==> src/rtl/pilot_pkg.sv <==
// Shared types and constants for the pilot scheduler.
// Includes the optional pilot scrambler constants used when PILOT_SCRAMBLE_EN is defined.
package pilot_pkg;

  localparam int PKG_DW = 32;
  localparam int PKG_CW = 13;
  localparam int HW     = PKG_DW / 2;

  localparam logic [PKG_CW-1:0] PKG_DEF_FRAME_LEN = 13'd64;
  localparam logic [PKG_CW-1:0] PKG_DEF_PILOT_INT = 13'd8;
  localparam logic [PKG_DW-1:0] PKG_DEF_PILOT_VAL = 32'h7FFF_0000;

  // x^7 + x^4 + 1 in a left-shifting Fibonacci register: taps on bits 6 and 3
  localparam logic [6:0] LFSR_SEED = 7'h7F;
  localparam logic [6:0] LFSR_TAPS = 7'h48;

  typedef enum logic [1:0] {
    IDLE  = 2'd0,
    PILOT = 2'd1,
    DATA  = 2'd2
  } state_t;

  typedef struct packed {
    logic [PKG_CW-1:0] frame_length;
    logic [PKG_CW-1:0] pilot_interval;
    logic [PKG_DW-1:0] pilot_value;
  } cfg_t;

  // Two's-complement negate of one I or Q half; the most negative value saturates
  function automatic logic [HW-1:0] neg_sat(input logic [HW-1:0] x);
    logic [HW-1:0] r;
    if (x == {1'b1, {(HW-1){1'b0}}}) begin
      r = {1'b0, {(HW-1){1'b1}}};
    end else begin
      r = ~x + {{(HW-1){1'b0}}, 1'b1};
    end
    return r;
  endfunction

endpackage

==> src/rtl/pilot_lfsr.sv <==
// BPSK sign generator for pilot scrambling (used only when PILOT_SCRAMBLE_EN is defined).
// scr is the sign for the pilot being emitted now; reseed has priority over step.
module pilot_lfsr
  import pilot_pkg::*;
(
  input  logic clk,
  input  logic rst,
  input  logic reseed,
  input  logic step,
  output logic scr
);

  logic [6:0] lfsr_r;

  // Sign register: reseeded at frame start, advanced once per emitted pilot
  always_ff @(posedge clk) begin
    if (!rst) begin
      lfsr_r <= LFSR_SEED;
    end else if (reseed) begin
      lfsr_r <= LFSR_SEED;
    end else if (step) begin
      lfsr_r <= {lfsr_r[5:0], ^(lfsr_r & LFSR_TAPS)};
    end else begin
      lfsr_r <= lfsr_r;
    end
  end

  assign scr = lfsr_r[6];

endmodule

==> src/rtl/pilot_sched_ctrl.sv <==
// Pilot/data scheduler: merges input symbols and pilots into framed valid/ready output.
// Define PILOT_SCRAMBLE_EN to BPSK-scramble pilots with a per-frame reseeded LFSR.
module pilot_sched_ctrl
  import pilot_pkg::*;
#(
  parameter int              DW            = PKG_DW,
  parameter int              CW            = PKG_CW,
  parameter logic [CW-1:0]   DEF_FRAME_LEN = PKG_DEF_FRAME_LEN,
  parameter logic [CW-1:0]   DEF_PILOT_INT = PKG_DEF_PILOT_INT,
  parameter logic [DW-1:0]   DEF_PILOT_VAL = PKG_DEF_PILOT_VAL
) (
  input  logic          clk,
  input  logic          rst,
  input  logic          enable,
  input  logic [CW-1:0] cfg_frame_length,
  input  logic [CW-1:0] cfg_pilot_interval,
  input  logic [DW-1:0] cfg_pilot_value,
  input  logic          cfg_load,
  output logic          cfg_err,
  input  logic [DW-1:0] s_data,
  input  logic          s_valid,
  output logic          s_ready,
  output logic [DW-1:0] m_data,
  output logic          m_valid,
  input  logic          m_ready,
  output logic          m_pilot,
  output logic          m_first,
  output logic          m_last,
  output logic [15:0]   frame_cnt,
  output logic          busy
);

  localparam logic [CW-1:0] ZERO = {CW{1'b0}};
  localparam logic [CW-1:0] ONE  = {{(CW-1){1'b0}}, 1'b1};
  localparam logic [CW-1:0] TWO  = {{(CW-2){1'b0}}, 2'b10};
  localparam cfg_t DEF_CFG = '{frame_length: DEF_FRAME_LEN,
                               pilot_interval: DEF_PILOT_INT,
                               pilot_value: DEF_PILOT_VAL};

  state_t        state_r;
  cfg_t          act_r;
  cfg_t          pend_r;
  logic [CW-1:0] sym_cnt_r;
  logic [CW-1:0] pil_cnt_r;
  logic [CW-1:0] pil_nxt_s;
  logic          adv_s;
  logic          load_s;
  logic          last_s;
  logic          start_s;
  logic          cfg_ok_s;
  logic          is_pilot_s;
  logic [DW-1:0] pilot_sym_s;

  // Per-cycle decode: output advance, symbol load, frame end and frame start
  always_comb begin
    adv_s      = !m_valid || m_ready;
    is_pilot_s = (state_r == PILOT);
    case (state_r)
      PILOT:   load_s = adv_s;
      DATA:    load_s = adv_s && s_valid;
      default: load_s = 1'b0;
    endcase
    last_s    = (sym_cnt_r == (act_r.frame_length - ONE));
    pil_nxt_s = (pil_cnt_r == (act_r.pilot_interval - ONE)) ? ZERO : (pil_cnt_r + ONE);
    start_s   = enable && ((state_r == IDLE) || (load_s && last_s));
    cfg_ok_s  = (cfg_frame_length >= TWO) && (cfg_pilot_interval != ZERO) &&
                (cfg_pilot_interval <= cfg_frame_length);
  end

  assign s_ready = (state_r == DATA) && adv_s;
  assign busy    = (state_r != IDLE);

`ifdef PILOT_SCRAMBLE_EN
  logic scr_s;

  pilot_lfsr u_lfsr (
    .clk    (clk),
    .rst    (rst),
    .reseed (start_s),
    .step   (load_s && is_pilot_s),
    .scr    (scr_s)
  );

  assign pilot_sym_s = scr_s ? {neg_sat(act_r.pilot_value[DW-1:DW/2]),
                                neg_sat(act_r.pilot_value[DW/2-1:0])}
                             : act_r.pilot_value;
`else
  assign pilot_sym_s = act_r.pilot_value;
`endif

  // Config shadowing, output register, position counters and frame FSM
  always_ff @(posedge clk) begin
    if (!rst) begin
      state_r   <= IDLE;
      act_r     <= DEF_CFG;
      pend_r    <= DEF_CFG;
      sym_cnt_r <= ZERO;
      pil_cnt_r <= ZERO;
      m_data    <= {DW{1'b0}};
      m_valid   <= 1'b0;
      m_pilot   <= 1'b0;
      m_first   <= 1'b0;
      m_last    <= 1'b0;
      cfg_err   <= 1'b0;
      frame_cnt <= 16'd0;
    end else begin
      if (cfg_load) begin
        if (cfg_ok_s) begin
          pend_r  <= '{frame_length: cfg_frame_length,
                       pilot_interval: cfg_pilot_interval,
                       pilot_value: cfg_pilot_value};
          cfg_err <= 1'b0;
        end else begin
          cfg_err <= 1'b1;
        end
      end
      // Apply reads pend_r before any same-cycle load lands in it
      if (start_s) begin
        act_r <= pend_r;
      end
      if (load_s) begin
        m_data  <= is_pilot_s ? pilot_sym_s : s_data;
        m_valid <= 1'b1;
        m_pilot <= is_pilot_s;
        m_first <= (sym_cnt_r == ZERO);
        m_last  <= last_s;
      end else if (adv_s) begin
        m_valid <= 1'b0;
      end
      if (start_s || (load_s && last_s)) begin
        sym_cnt_r <= ZERO;
        pil_cnt_r <= ZERO;
      end else if (load_s) begin
        sym_cnt_r <= sym_cnt_r + ONE;
        pil_cnt_r <= pil_nxt_s;
      end
      if (load_s && last_s) begin
        frame_cnt <= frame_cnt + 16'd1;
      end
      case (state_r)
        IDLE: state_r <= enable ? PILOT : IDLE;
        PILOT, DATA: begin
          if (load_s) begin
            if (last_s) begin
              state_r <= enable ? PILOT : IDLE;
            end else begin
              state_r <= (pil_nxt_s == ZERO) ? PILOT : DATA;
            end
          end
        end
        default: state_r <= IDLE;
      endcase
    end
  end

endmodule

==> config.mk <==
export PLATFORM = sky130hd
export DESIGN_NAME = pilot_sched_ctrl
export DESIGN_NICKNAME = d
export VERILOG_FILES = /design/src/rtl/pilot_pkg.sv /design/src/rtl/pilot_lfsr.sv /design/src/rtl/pilot_sched_ctrl.sv
export SDC_FILE = /design/constraint.sdc
export NUM_CORES = 1
export LEC_CHECK = 0
export CAP_MARGIN = 15
export CORE_ASPECT_RATIO = 1.25
export CORE_MARGIN = 3
export CORE_UTILIZATION = 28
export CTS_BUF_LIST = sky130_fd_sc_hd__clkbuf_4 sky130_fd_sc_hd__clkbuf_8
export DETAILED_ROUTE_END_ITERATION = 8
export HOLD_SLACK_MARGIN = 0.05
export SLEW_MARGIN = 5
export SYNTH_ARGS = -nofsm -noshare
export SYNTH_HDL_FRONTEND = slang
export SYNTH_HIERARCHICAL = 1
export SYNTH_SLANG_ARGS = --single-unit
==> constraint.sdc <==
create_clock -name clk -period 9.7 [get_ports clk]
set_clock_uncertainty 0.2 [all_clocks]
set_input_delay 1.94 -clock clk [delete_from_list [all_inputs] [get_ports clk]]
set_output_delay 1.94 -clock clk [all_outputs]
set_load 0.005 [all_outputs]
==> results of run 1 <==
-- worst max-delay path by stage --
stage / depth (start not counted) / endpoint / slack, ns
final: 4 / s_ready / 4.32
after global routing: 4 / s_ready / 4.26
after CTS: 4 / s_ready / 4.31
after detailed placement: 10 / pend_r[17]$_SDFFE_PN1P_ / 4.15
after global placement: 10 / pend_r[19]$_SDFFE_PN1P_ / 4.18
after floorplan: 10 / pend_r[37]$_SDFFE_PN0P_ / 5.07
-- synthesized netlist by cell type (all sizes together) (2+ instances only) --
cell type and number:
a2111oi 2, a211oi 36, a21boi 3, a21oi 42, a22oi 2, a31oi 4
and2 5, and3 9, and4 2, and4b 2, buf 13, clkbuf 64
dfxtp 197, ha 23, inv 27, mux2i 150, nand2 171, nand2b 7
nand3 26, nand4 7, nor2 114, nor2b 7, nor3 19, nor3b 3
nor4 24, nor4b 2, o2111ai 2, o21a 4, o21ai 19, o311ai 4
o31ai 13, or2 4, or3 9, or4 19, xnor2 24, xor2 21
-- area by class of cell --
cell class | count | area share, %
inverter | 28 | 0.913
sequential | 197 | 33.8
multi-input combinational | 792 | 44.4
clock buffer | 20 | 2.25
clock inverter | 12 | 0.837
timing repair buffer | 157 | 13.3
tap | 418 | 4.49
-- routing by layer --
layer | track usage [%] | up-vias | share of wire (%)
met5 | 0 | - | 0
met4 | 3.66 | 0 | 1.5
met3 | 3.83 | 23 | 5.3
met2 | 23.0 | 137 | 48
met1 | 15.8 | 3631 | 45
li1 | - | 4015 | -
-- critical path: cells and delay by family --
kind                   cells  cell delay (ns)
buffers and inverters      2             0.86
AND/OR/NAND/NOR            2             0.44
-- sequential cells by signal, indices dropped and copies added, names as in the netlist, 2 cells and up --
name         flops
m_data          32
act_r           26
sym_cnt_r       13
pil_cnt_r       13
frame_cnt       16
pilot_sym_s     32
state_r          2
pend_r          58
-- stage by stage --
stage	area, um^2	hold WS (ns)	worst slack (ns)	utilization [%]	std cells
2_1_floorplan	9510	0.234	5.07	-	1094
3_3_place_gp	11300	0.252	4.18	34.2	1592
3_5_place_dp	11300	0.252	4.15	34.2	1592
4_1_cts	11700	0.267	4.31	35.3	1624
5_1_grt	11700	0.264	4.26	35.3	1624
6_report	11700	0.262	4.32	35.3	1624
-- kinds of logic (layout without fill, tap and decap cells) --
| kind of cell | count (synthesis) | count (layout) | synth area share [%] |
|---|---|---|---|
| muxes | 150 | 150 | 15.8 |
| adders and majority gates | 23 | 23 | 3.03 |
| DFF | 197 | 197 | 41.5 |
| AOI/OAI and AO/OA | 140 | 140 | 9.74 |
| buffers and inverters | 105 | 217 | 4.54 |
| and+or+nand+nor | 433 | 433 | 21.1 |
| xor gates and xnor gates | 46 | 46 | 4.38 |
-- power breakdown --
group,switching [mW],internal [mW]
Sequential,0.0186,0.846
Combinational,0.128,0.126
Clock,0.308,0.195
==> summary.txt, run 1 <==
Clock tree
  • Root Driver: clkbuf_8
  • Clock sink total: 197
  • CTS resizes: 0
  • CTS tree: done
  • CTS Buffer Depth: 2
  • Hold_buf cts: 0
  • Worst-Skew Late Latency: 0.48 ns
  • H-Tree Depth: 4
  • CTS buffer count: 17
  • Clock slew seen by the registers of the worst setup and hold paths: 0.10 ns
  • Post-CTS Setup Inserts: 0

Routing
  • Initial DRC Count: 499
  • Vias post-DR: 7806
  • Remaining DRCs: 0
  • WL/cell: 14.6 um
  • Routed Antenna Nets: 0
  • Via density: 4.81
  • Final wirelength: 23800 um
  • TritonRoute pass-1 iters: 5

Power and ir drop
  • PD cells: 139 nW/um^2
  • VDD IR max: 0.0843 mV
  • Leak pwr: 4.31 nW
  • Total Power: 1.62 mW

Timing
  • Max Fclk: 186 MHz
  • Final count of hold timing violations: 0
  • Actual slew at the worst max-slew pin: 0.945 ns
  • Final cycle utilization of the critical path: 55.5%
  • Unrepaired setup endpoints after global routing: false
  • # setup viols final: 0
  • Slew margin rel.: 36.6%
  • Slew Limit Fails: 0
  • Final critical path time including I/O delays and setup: 5.38 ns
  • Setup TNS: 0 ns

Hold path
  • Min-Delay Path Depth: 2
  • Hold Startpoint: pend_r[40]$_SDFFE_PN0P_
  • HP Class: flop to flop
  • Hold endpoint: act_r[40]$_SDFFE_PN0P_

Synthesis
  • Synthesized area: 9510 um^2
  • Synth Register Bits: 197
  • Ys Warns: 6
  • Ys async rst share: 0%
  • Ranking of synthesized cells by area: dfxtp_1 (41%), mux2i_1 (16%), nand2_1 (6.7%)
  • Avg Cell Area, Syn: 8.69 um^2
  • Share of the synthesized area in the top cell type: 41.5%
  • Post-Synthesis Cells: 1094
  • Main flop type after synthesis: dfxtp_1
  • Part of the Yosys area used for sequential elements: 41.5%
  • Syn Nets: 1213
  • Number of synthesized flops with an enable pin: 0
  • Count of cell types in the netlist: 59
  • Post-synth top area cell: dfxtp_1

Global routing
  • Largest net degree at the start of global routing: 86
  • GRT Util Overall: 13.2%
  • First-pass GRT wire length: 38900 um
  • Global route total overflow: 0
  • Vias in the first global route: 7729
  • Initial antenna violation count: 0

Floorplan
  • Initial Utilization: 28.8%
  • I/O pins: 151
  • Core Region: 33100 um^2
  • FP Rows: 74
  • Die Y: 212 um
  • Die area: 36200 um^2
  • Chip width: 171 um

Place
  • Port Buf Inserts: 150
  • Global placement routability congestion: 0.822
  • Hpwl dp: 16700 um

Layout
  • Fill cells: 3344
  • Antenna cell count: 0
  • Register area: 3940 um^2
  • Share of layout cells above drive strength 1: 4.48%
  • Total Nets Final: 1312
  • Area of the multi-input gates: 5170 um^2
  • Area grow syn2layout: 22.5%
  • Commonest non-fill, non-tap cell in the layout: dfxtp_1
  • Most frequent cells in the layout: dfxtp_1 (197), nand2_1 (171), mux2i_1 (150)

Worst setup path
  • Endpoint type of the worst setup path: output pin
  • Required time worst endpoint: 7.56 ns
  • Crit path from: m_ready
  • Critical Path, Cell by Cell: clkdlybuf4s50_1, nor2b_1, nor2b_1, clkdlybuf4s50_1
  • Startpoint types: primary input
  • Crit path max fanout: 5
  • Crit path largest cell delay: 0.46 ns
  • Reg2Reg Capture Point: frame_cnt[11]$_SDFFE_PN0P_
  • CP max stage cell: clkdlybuf4s50_1
  • CP arrival: 3.24 ns
  • FF-to-FF path depth: 9
  • WS Path Type: primary input to output pin
  • R2r setup slk: 5.84 ns
  • Reg2Reg Launch Point: act_r[45]$_SDFFE_PN0P_

Flow run
  • Max cap viols: 0

Status
  • Run status: completed
(Power assumes the default switching activity.)
==> inputs of run 2 (changes only) <==
==> constraint.sdc (replaced) <==
create_clock -name clk -period 4.5 [get_ports clk]
set_clock_uncertainty 0.2 [all_clocks]
set_input_delay 0.9 -clock clk [delete_from_list [all_inputs] [get_ports clk]]
set_output_delay 0.9 -clock clk [all_outputs]
set_load 0.005 [all_outputs]
==> summary.txt, run 2 (synthesis gave the netlist of run 1 again) <==
Timing
  • Post-route setup slack: 0.856 ns
  • Actual slew at the worst max-slew pin: 0.857 ns
  • Slew Limit Fails: 0
  • Unrepaired setup endpoints after global routing: false
  • Final cycle utilization of the critical path: 81.0%
  • # setup viols final: 0
  • Max Fclk: 274 MHz
  • Final critical path time including I/O delays and setup: 3.64 ns
  • Final count of hold timing violations: 0
  • Setup TNS: 0 ns
  • Slew margin rel.: 42.9%

Clock tree
  • CTS Buffer Depth: 2
  • H-Tree Depth: 4
  • CTS resizes: 0
  • Post-CTS Setup Inserts: 0
  • CTS tree: done
  • Worst-Skew Late Latency: 0.48 ns
  • Clock sink total: 197
  • Root Driver: clkbuf_8
  • CTS buffer count: 17
  • Hold_buf cts: 0
  • Clock slew seen by the registers of the worst setup and hold paths: 0.11 ns

Routing
  • WL/cell: 14.8 um
  • TritonRoute pass-1 iters: 4
  • Initial DRC Count: 461
  • Routed Antenna Nets: 0
  • Via density: 4.84
  • Remaining DRCs: 0
  • Vias post-DR: 7889
  • Final wirelength: 24200 um

Worst setup path
  • Required time worst endpoint: 4.70 ns
  • Crit path max fanout: 13
  • Endpoint type of the worst setup path: flop
  • Startpoint types: flop
  • WS Path Type: flop to flop
  • CP arrival: 3.85 ns

Power and ir drop
  • Leak pwr: 4.40 nW
  • Clock Power Share: 36.4%
  • PD cells: 322 nW/um^2
  • Internal power: 2.80 mW
  • Switch share: 26.3%
  • Sequential share of power: 49.0%
  • Switch Pwr: 1.00 mW
  • VDD IR max: 0.195 mV
  • Comb power frac: 14.6%

Global routing
  • Vias in the first global route: 7686
  • GRT Util Overall: 13.3%
  • Largest net degree at the start of global routing: 75
  • Initial antenna violation count: 0
  • Global route total overflow: 0
  • First-pass GRT wire length: 39200 um

Floorplan
  • I/O pins: 151
  • Die Y: 212 um
  • Core Region: 33100 um^2
  • FP Rows: 74
  • Chip width: 171 um
  • Die area: 36200 um^2
  • Initial Utilization: 28.8%

Layout
  • Fin util: 35.8%
  • Most frequent cells in the layout: dfxtp_1 (197), nand2_1 (171), mux2i_1 (150)
  • Total Nets Final: 1317
  • Max reg flops: 58
  • Share of layout cells above drive strength 1: 4.87%
  • Most flops, register: pend_r
  • Fill cells: 3378
  • Layout Cells excl Fill: 1629
  • Area grow syn2layout: 24.3%
  • Commonest non-fill, non-tap cell in the layout: dfxtp_1
  • Antenna cell count: 0

Status
  • Run status: completed

Place
  • Global placement routability congestion: 0.791
  • Port Buf Inserts: 150
  • Dpl cells: 1597
  • Post-place setup slack: 0.737 ns
  • Hpwl dp: 17000 um

Hold path
  • HP Class: flop to flop

Flow run
  • Max cap viols: 0
## run 2: cell types whose count changed in the layout (fill, tap and decap cells not counted), sizes merged
cell	previous run	this run
buf	8	13
bufinv	0	5
clkbuf	20	19
clkinv	7	5
clkinvlp	2	1
inv	31	30
## run 2: layer usage
| layer | GRT usage, % | routed length [um] | vias to the layer above |
|---|---|---|---|
| met5 | 0 | 0 | - |
| li1 | - | - | 4026 |
| met3 | 3.94 | 1470 | 28 |
| met1 | 16.3 | 10900 | 3665 |
| met4 | 4.11 | 448 | 0 |
| met2 | 22.6 | 11400 | 170 |
## run 2: area by class of cell
cell class                 count  area [um^2]  area share, %
clock buffer                  19          262           2.21
clock inverter                13          220           1.86
inverter                      28          106          0.899
multi-input combinational    792         5170           43.7
sequential                   197         3940           33.4
tap                          418          523           4.42
timing repair buffer         162         1600           13.5
## run 2: final timing paths
| check | cells past startpoint | startpoint | to | slack, ns |
|---|---|---|---|---|
| worst max-delay path | 7 | act_r[47]$_SDFFE_PN0P_ | act_r[48]$_SDFFE_PN0P_ | 0.86 |
| worst min-delay path | 2 | pend_r[40]$_SDFFE_PN0P_ | act_r[40]$_SDFFE_PN0P_ | 0.26 |
| worst max register to register | 7 | act_r[47]$_SDFFE_PN0P_ | act_r[48]$_SDFFE_PN0P_ | 0.86 |
| worst min register to register | 2 | pend_r[40]$_SDFFE_PN0P_ | act_r[40]$_SDFFE_PN0P_ | 0.26 |
## run 2: power by group through the flow
stage / clock, mW / combinational, mW / sequential [mW]
after floorplan: 0 / 0.351 / 1.89
after CTS: 1.42 / 0.563 / 1.86
final: 1.38 / 0.556 / 1.86
after detailed placement: 0 / 0.561 / 1.90
after global routing: 1.48 / 0.612 / 1.87
after global placement: 0 / 0.553 / 1.90
## run 2: per-stage QoR
stage	total power, mW	instance area (um^2)	hold slack [ns]
global placement	2.46	11300	0.243
finish	3.80	11800	0.261
CTS	3.85	11800	0.268
floorplan	2.25	9510	0.234
global route	3.97	11800	0.286
detailed placement	2.47	11300	0.256
## run 2: critical path, cell delays in order (launching register included)
cell and delay (ns):
dfxtp_1 0.38, nor4_1 0.57, and3_1 0.25, or4b_1 0.45, o21a_1 0.16, or4_1 0.69, a21boi_4 0.61, mux2i_1 0.25
==> inputs of run 3 (changes only) <==
==> constraint.sdc (replaced) <==
create_clock -name clk -period 3.7 [get_ports clk]
set_clock_uncertainty 0.2 [all_clocks]
set_input_delay 0.74 -clock clk [delete_from_list [all_inputs] [get_ports clk]]
set_output_delay 0.74 -clock clk [all_outputs]
set_load 0.005 [all_outputs]
==> summary.txt, run 3 (synthesis gave the netlist of run 1 again) <==
Routing
  • TritonRoute pass-1 iters: 4
  • Routed Antenna Nets: 0
  • Vias post-DR: 7926
  • Initial DRC Count: 457
  • Remaining DRCs: 0
  • Final wirelength: 24100 um
  • WL/cell: 14.7 um
  • Via density: 4.83

Timing
  • Slew margin rel.: 52.6%
  • Actual slew at the worst max-slew pin: 0.711 ns
  • Slew Limit Fails: 0
  • Minimum hold slack: 0.257 ns
  • Unrepaired setup endpoints after global routing: false
  • # setup viols final: 0
  • Max Fclk: 292 MHz
  • Final critical path time including I/O delays and setup: 3.43 ns
  • Final count of hold timing violations: 0
  • Final cycle utilization of the critical path: 92.6%
  • Setup TNS: 0 ns

Floorplan
  • Chip width: 171 um
  • Initial Utilization: 28.8%
  • FP Rows: 74
  • I/O pins: 151
  • Die area: 36200 um^2
  • Die Y: 212 um
  • Core Region: 33100 um^2

Layout
  • Final instance area: 11800 um^2
  • Most flops, register: pend_r
  • Area grow syn2layout: 24.5%
  • Most frequent cells in the layout: dfxtp_1 (197), nand2_1 (171), mux2i_1 (150)
  • Fill cells: 3379
  • Antenna cell count: 0
  • Max reg flops: 58
  • Commonest non-fill, non-tap cell in the layout: dfxtp_1
  • Total Nets Final: 1328
  • Layout Cells excl Fill: 1640
  • Share of layout cells above drive strength 1: 5.73%

Worst setup path
  • R2r setup slk: 0.27 ns
  • Cell mode on critical path: or4_1
  • Buf/Inv on CP: 1
  • CP arrival: 3.63 ns
  • Reg2Reg Launch Point: act_r[47]$_SDFFE_PN0P_
  • Crit path max fanout: 13
  • WS Path Type: flop to flop
  • Reg2Reg Capture Point: act_r[51]$_SDFFE_PN1P_
  • Critical Path, Cell by Cell: or4_4, or4_1, a21oi_2, nor3_1, or4_1, a21boi_4, buf_4, mux2i_1
  • Crit path largest cell delay: 0.66 ns
  • Required time worst endpoint: 3.90 ns
  • Endpoint type of the worst setup path: flop
  • FF-to-FF path depth: 8
  • Startpoint types: flop
  • Crit-path leading delay family: simple AND/OR/NAND/NOR gates
  • CP max stage cell: or4_1

Clock tree
  • Post-CTS Setup Inserts: 0
  • CTS tree: done
  • Worst-Skew Late Latency: 0.48 ns
  • Hold_buf cts: 0
  • CTS buffer count: 17
  • Root Driver: clkbuf_8
  • Clock sink total: 197
  • Clock slew seen by the registers of the worst setup and hold paths: 0.11 ns
  • CTS resizes: 0
  • H-Tree Depth: 4
  • CTS Buffer Depth: 2

Place
  • Port Buf Inserts: 150
  • Area after DPL: 11500 um^2
  • Hpwl dp: 17400 um
  • Dpl cells: 1608
  • Global placement routability congestion: 0.791

Global routing
  • Vias in the first global route: 7775
  • GRT Util Overall: 13.4%
  • First-pass GRT wire length: 39700 um
  • Initial antenna violation count: 0
  • Global route total overflow: 0
  • Largest net degree at the start of global routing: 84

Power and ir drop
  • PD cells: 364 nW/um^2
  • VDD IR max: 0.251 mV
  • Leak pwr: 4.41 nW

Hold path
  • Min-Delay Path Depth: 2
  • HP Class: flop to flop
  • Hold Startpoint: m_pilot$_SDFFE_PN0P_
  • Hold endpoint: m_pilot$_SDFFE_PN0P_

Status
  • Run status: completed

Flow run
  • Max cap viols: 0
run 3: changes by cell type in the layout (fill, tap and decap cells not counted):
cell and change:
buf_12 +4, buf_4 +7, bufinv_16 -5, clkbuf_4 +2, clkinv_4 -1, clkinvlp_4 +2
inv_6 +4, inv_8 -2
run 3: worst min-delay path, cell delays in order (launching register included):
cell	delay (ns)
dfxtp_1	0.32
nand2_1	0.05
a21oi_1	0.05
run 3: metal layers:
metal  up-vias  track usage, %  routed length [um]  part of all wire, %
li1       4051               -                   -                    -
met1      3675            16.4               10800                   45
met2       170            22.6               11300                   47
met3        30            3.98                1490                  6.2
met4         0            4.14                 464                  1.9
met5         -               0                   0                    0
run 3: cell type report:
type                            instances  area [um^2]  area share [%]
Clock buffer                           21          277            2.34
Clock inverter                         11         88.8           0.750
Inverter                               28          106           0.898
Multi-Input combinational cell        792         5170            43.6
Sequential cell                       197         3940            33.3
Tap cell                              418          523            4.42
Timing Repair Buffer                  173         1730            14.6
run 3: power by group:
| group | switching [mW] | internal [mW] | total, mW | leakage (nW) |
|---|---|---|---|---|
| clock network | 0.818 | 0.528 | 1.35 | 0.181 |
| registers | 0.0492 | 2.22 | 2.27 | 1.60 |
| logic | 0.343 | 0.354 | 0.697 | 2.63 |
| total | 1.21 | 3.10 | 4.31 | 4.41 |
run 3: worst max path at each step:
| stage | start | to | cells past startpoint |
|---|---|---|---|
| 6_report | act_r[47]$_SDFFE_PN0P_ | act_r[51]$_SDFFE_PN1P_ | 8 |
| 5_1_grt | act_r[47]$_SDFFE_PN0P_ | pil_cnt_r[4]$_SDFFE_PP0P_ | 7 |
| 4_1_cts | act_r[47]$_SDFFE_PN0P_ | act_r[51]$_SDFFE_PN1P_ | 8 |
| 3_5_place_dp | cfg_frame_length[7] | pend_r[5]$_SDFFE_PN0P_ | 10 |
| 3_3_place_gp | cfg_frame_length[7] | pend_r[4]$_SDFFE_PN0P_ | 10 |
| 2_1_floorplan | cfg_frame_length[7] | pend_r[37]$_SDFFE_PN0P_ | 10 |
run 3: through the flow:
step	utilization (%)	setup WS, ns	total power, mW
after detailed placement	34.7	0.0284	3.02
final	35.8	0.273	4.31
after floorplan	-	0.274	2.73
after global placement	34.7	0.0908	3.01
after global routing	35.8	0.0329	4.51
after CTS	35.8	0.258	4.37
